### src/rtl/seg_scroll_ring.sv
// Nibble-ring scroller for the seven-segment path: loadable hex message, prescaled or stepped rotation, display window and wrap pulse.
// Optional feature macro: SCROLL_BLANK_PAD_EN (adds DISP_NIBBLES blank pad digits above the message).
module seg_scroll_ring #(
    parameter int         MSG_NIBBLES  = 5,
    parameter int         DISP_NIBBLES = 4,
    parameter int         RATE_DIV     = 33_333_333,
    parameter logic [3:0] BLANK_CODE   = 4'hC
) (
    input  logic                      clk,
    input  logic                      clr,
    input  logic                      load,
    input  logic [4*MSG_NIBBLES-1:0]  scroll_datain,
    input  logic                      run,
    input  logic                      dir,
    input  logic                      step,
    output logic [4*DISP_NIBBLES-1:0] scroll_dataout,
    output logic                      tick,
    output logic                      wrap
);

`ifdef SCROLL_BLANK_PAD_EN
    localparam int RING = MSG_NIBBLES + DISP_NIBBLES;
`else
    localparam int RING = MSG_NIBBLES;
`endif
    localparam int RING_W = 4 * RING;
    localparam int POS_W  = (RING > 1) ? $clog2(RING) : 1;
    localparam int DIV_W  = (RATE_DIV > 1) ? $clog2(RATE_DIV) : 1;
    localparam logic [POS_W-1:0] POS_LAST = POS_W'(RING - 1);
    localparam logic [DIV_W-1:0] DIV_LAST = DIV_W'(RATE_DIV - 1);

    logic [RING_W-1:0] ring_r;
    logic [RING_W-1:0] ring_n_s;
    logic [RING_W-1:0] load_img_s;
    logic [RING_W-1:0] rst_img_s;
    logic [POS_W-1:0]  pos_r;
    logic [POS_W-1:0]  pos_n_s;
    logic [DIV_W-1:0]  div_cnt_r;
    logic [DIV_W-1:0]  div_n_s;
    logic              tick_r;
    logic              wrap_r;
    logic              tick_n_s;
    logic              wrap_n_s;
    logic              tick_hit_s;
    logic              shift_s;

    // Rotations are taken from a doubled ring so a single-digit ring still works.
    function automatic logic [RING_W-1:0] rot_right(input logic [RING_W-1:0] r);
        logic [2*RING_W-1:0] d;
        d = {r, r} >> 3'd4;
        return d[RING_W-1:0];
    endfunction

    function automatic logic [RING_W-1:0] rot_left(input logic [RING_W-1:0] r);
        logic [2*RING_W-1:0] d;
        d = {r, r} << 3'd4;
        return d[2*RING_W-1:RING_W];
    endfunction

`ifdef SCROLL_BLANK_PAD_EN
    assign load_img_s = {{DISP_NIBBLES{BLANK_CODE}}, scroll_datain};
    assign rst_img_s  = {{DISP_NIBBLES{BLANK_CODE}}, {(4*MSG_NIBBLES){1'b0}}};
`else
    logic [3:0] unused_blank_s;
    assign unused_blank_s = BLANK_CODE;
    assign load_img_s     = scroll_datain;
    assign rst_img_s      = {RING_W{1'b0}};
`endif

    // Next-state: load beats any shift; tick and step merge into one shift.
    always_comb begin
        tick_hit_s = run && (div_cnt_r == DIV_LAST);
        shift_s    = tick_hit_s || step;
        ring_n_s   = ring_r;
        pos_n_s    = pos_r;
        div_n_s    = div_cnt_r;
        tick_n_s   = 1'b0;
        wrap_n_s   = 1'b0;
        if (load) begin
            ring_n_s = load_img_s;
            pos_n_s  = {POS_W{1'b0}};
            div_n_s  = {DIV_W{1'b0}};
        end else begin
            if (run) begin
                div_n_s = tick_hit_s ? {DIV_W{1'b0}} : div_cnt_r + DIV_W'(1);
            end else begin
                div_n_s = {DIV_W{1'b0}};
            end
            tick_n_s = tick_hit_s;
            if (shift_s) begin
                if (dir) begin
                    ring_n_s = rot_left(ring_r);
                    pos_n_s  = (pos_r == {POS_W{1'b0}}) ? POS_LAST : pos_r - POS_W'(1);
                end else begin
                    ring_n_s = rot_right(ring_r);
                    pos_n_s  = (pos_r == POS_LAST) ? {POS_W{1'b0}} : pos_r + POS_W'(1);
                end
                wrap_n_s = (pos_n_s == {POS_W{1'b0}});
            end else begin
                wrap_n_s = 1'b0;
            end
        end
    end

    // State and output registers with synchronous clear.
    always_ff @(posedge clk) begin
        if (clr) begin
            ring_r    <= rst_img_s;
            pos_r     <= {POS_W{1'b0}};
            div_cnt_r <= {DIV_W{1'b0}};
            tick_r    <= 1'b0;
            wrap_r    <= 1'b0;
        end else begin
            ring_r    <= ring_n_s;
            pos_r     <= pos_n_s;
            div_cnt_r <= div_n_s;
            tick_r    <= tick_n_s;
            wrap_r    <= wrap_n_s;
        end
    end

    assign scroll_dataout = ring_r[4*DISP_NIBBLES-1:0];
    assign tick           = tick_r;
    assign wrap           = wrap_r;

endmodule

### config.mk
export PLATFORM = sky130hd
export DESIGN_NAME = seg_scroll_ring
export DESIGN_NICKNAME = d
export VERILOG_FILES = /design/src/rtl/seg_scroll_ring.sv
export SDC_FILE = /design/constraint.sdc
export NUM_CORES = 1
export LEC_CHECK = 0
export BUFFER_PORTS_ARGS = -buffer_cell sky130_fd_sc_hd__buf_4
export CAP_MARGIN = 20
export CELL_PAD_IN_SITES_DETAIL_PLACEMENT = 0
export CELL_PAD_IN_SITES_GLOBAL_PLACEMENT = 1
export CORE_MARGIN = 10
export CORE_UTILIZATION = 46
export DETAILED_ROUTE_END_ITERATION = 10
export PLACE_DENSITY = 0.85
export SLEW_MARGIN = 20
export SYNTH_ARGS = -nofsm -noshare
export SYNTH_HDL_FRONTEND = slang
export SYNTH_SLANG_ARGS = --single-unit
### constraint.sdc
create_clock -name clk -period 4 [get_ports clk]
set_input_delay 0.8 -clock clk [delete_from_list [all_inputs] [get_ports clk]]
set_output_delay 0.8 -clock clk [all_outputs]
set_load 0.1 [all_outputs]
==> summary.txt <==
Clock tree
  • Clk sinks: 50
  • CTS tree: yes
  • Clk buf depth: 2
  • Root buf cell: clkbuf_8
  • H-tree depth: 2
  • Clk_lat worst skew: 0.31 ns
  • Post_cts resized: 0
  • # hold bufs at CTS: 0
  • Post-CTS Setup Inserts: 0
  • TritonCTS buffer count: 5
  • Clk slew on worst S/H paths: 0.10 ns

Logic synthesis
  • Post-synth top area cell: dfxtp_1
  • Post-synth top cells: 50 x dfxtp_1, 44 x mux2i_1, 40 x nand2b_1
  • Syn Nets: 391
  • Post-synthesis cell type count: 39
  • Area contributors post-synth: dfxtp_1 33%, mux2i_1 15%, nand2b_1 8.3%
  • Cells after Synth: 360
  • Syn avg cell area: 8.35 sq um
  • Most used DFF post-synth: dfxtp_1
  • Most frequent cell after synthesis: dfxtp_1
  • Yosys warning count: 0
  • Post-Syn Area: 3010 sq um
  • Yosys top cell area share: 33.3%
  • Synth async-reset ratio: 0%
  • Post-synth EDFFs: 0
  • Synthesized flop and latch total: 50
  • Sequential fraction of the synthesis area: 33.3%

Worst hold path
  • WHS Endpoint: pos_r[1]
  • Hold path start: pos_r[1]
  • Hold Path Depth: 2
  • Hold crit path type: reg -> reg

STA
  • Final hold vios: 0
  • Final setup fails: 0
  • Tcrit/Tclk final: 55.1%
  • Max Clock Freq: 454 MHz
  • Fin crit period: 2.20 ns
  • RSZ-0062 raised after global routing: false
  • Setup TNS: 0 ns
  • Worst slew margin: 63.7%
  • Setup Skew: 0.0144 ns
  • Least-Margin Pin Slew: 0.542 ns
  • Max Slew Vio Count: 0

Power and ir drop
  • Switching share of power: 29.8%
  • Net switching power figure: 0.000325 W
  • Max VDD drop: 0.180 mV
  • PwrDens: 325 nW/um^2
  • Pint: 0.000767 W
  • Leakage: 1.26 nW
  • Clock Power Share: 33.5%
  • Logic pwr share: 18.2%
  • Sequential power share: 48.3%
  • Final Total Pwr: 0.00109 W

Floorplan
  • I/O pin cnt: 44
  • Core footprint: 6350 sq um
  • Die height: 101 microns
  • Row Count: 29
  • Starting Density: 47.3%
  • Die W: 101 microns
  • DIE AREA: 10200 sq um

Placement
  • Port Buf Inserts: 43
  • Post-DP HPWL: 4.66 mm
  • Routability Congestion: 0.790

Global route
  • Total track usage: 12.8%
  • First-pass GRT wire length: 10.8 mm
  • Grt total ovfl: 0
  • Vias in the first global route: 2213
  • Largest net degree at the start of global routing: 45
  • Initial antenna violation count: 0

Critical path
  • Kind of critical path: reg -> reg
  • Critical path arrival: 2.38 ns
  • FF-to-FF setup slack: 1.80 ns
  • Crit end category: register
  • CP Launch Type: register
  • Slowest cell on crit path: nor4_4
  • CP top delay family: simple AND/OR/NAND/NOR gates
  • Worst R2R End: ring_r[4]
  • Req. time, crit path: 4.18 ns
  • Reg2Reg Depth: 7
  • Crit-path cells: inv_1 -> ha_1 -> or4bb_1 -> nor4_4 -> a311oi_4 -> buf_4 -> mux2i_1
  • Buf+Inv Stages, Crit Path: 2
  • CP Max Fanout: 20
  • Worst stage delay on the critical path: 0.46 ns
  • Worst reg2reg path startpoint: div_cnt_r[0]

Drt
  • Vias/cell: 5.30
  • Remaining antenna violation count after routing: 0
  • Total wire length: 6.59 mm
  • First drt pass iteration count: 4
  • First DRT Iteration DRCs: 132
  • DRC violation count after routing: 0
  • Via count: 2403
  • Wire length per cell: 14.5 microns

Finish
  • N_diodes: 0
  • Fill cells: 607
  • Layout Nets: 406
  • Share of layout cells above drive strength 1: 15.7%
  • Syn-to-layout area delta: 11.9%

Flow run
  • Max-Cap Viols: 0

Outcome
  • Status: completed
==> final cells by class <==
cell class                      count  area (sq um)  area share [%]
Timing Repair Buffer               45           338            10.0
Clock buffer                        6          72.6            2.16
Sequential cell                    50          1000            29.8
Inverter                            8          30.0           0.893
Tap cell                           77          96.3            2.86
Clock inverter                      2          37.5            1.12
Multi-Input combinational cell    265          1790            53.2
==> per-layer routing <==
layer	share of wire [%]	GRT usage (%)	up-vias
li1	-	-	1268
met1	47	16.6	1094
met2	46	19.2	37
met3	6.5	4.46	4
met4	0.93	4.24	0
met5	0	0	-
==> cells in the final DEF (no fill, tap or decap), drive strengths merged, types with 7 or more instances in the layout <==
master / count
nand2b: 40
mux2i: 44
nor2: 23
a21oi: 11
dfxtp: 50
inv: 8
buf: 45
nand4: 11
o21ai: 25
xor2: 9
nand2: 38
nand3: 9
nor4: 7
==> power groups by stage <==
stage          sequential, W  combinational [W]  clock, W
5_1_grt             0.000531           0.000214  0.000392
6_report            0.000527           0.000199  0.000366
2_1_floorplan       0.000535           0.000164         0
3_3_place_gp        0.000539           0.000198         0
3_5_place_dp        0.000539           0.000200         0
4_1_cts             0.000528           0.000201  0.000375
==> registers in the layout (all words and copies together) (netlist names) <==
| register | flops |
|---|---|
| wrap | 1 |
| tick | 1 |
| div_cnt_r | 25 |
| pos_r | 3 |
| ring_r | 20 |
==> cell families after synthesis <==
logic type,Yosys count,synth area share [%]
buf+inv,45,7.79
mux,48,16.5
fa+ha+maj,5,2.08
xor+xnor,14,4.08
simple gates,156,28.7
flops,50,33.3
compound gates,42,7.49
==> through the flow <==
| stage | instance area [sq um] | hold WS (ns) | std cells | worst slack [ns] | utilization [%] |
|---|---|---|---|---|---|
| final | 3360 | 0.494 | 453 | 1.80 | 53.0 |
| after global routing | 3360 | 0.521 | 453 | 1.65 | 53.0 |
| after detailed placement | 3250 | 0.486 | 445 | 1.82 | 51.2 |
| after CTS | 3360 | 0.500 | 453 | 1.80 | 53.0 |
| after floorplan | 3010 | 0.455 | 360 | 1.89 | - |
| after global placement | 3250 | 0.474 | 445 | 1.87 | 51.2 |
==> worst register-to-register path: stages, from the launching register on <==
cell	delay [ns]
dfxtp_1	0.38
inv_1	0.08
ha_1	0.15
or4bb_1	0.44
nor4_4	0.46
a311oi_4	0.13
buf_4	0.27
mux2i_1	0.17
==> worst max-delay path by stage <==
stage / slack, ns / cells past startpoint / from / to
finish: 1.80 / 7 / div_cnt_r[0] / ring_r[4]
global route: 1.65 / 7 / div_cnt_r[0] / ring_r[4]
CTS: 1.80 / 7 / div_cnt_r[0] / ring_r[4]
detailed placement: 1.82 / 7 / div_cnt_r[0] / ring_r[4]
global placement: 1.87 / 7 / div_cnt_r[0] / ring_r[9]
floorplan: 1.89 / 5 / dir / pos_r[2]
No activity file was read; power rests on OpenSTA's default activity.
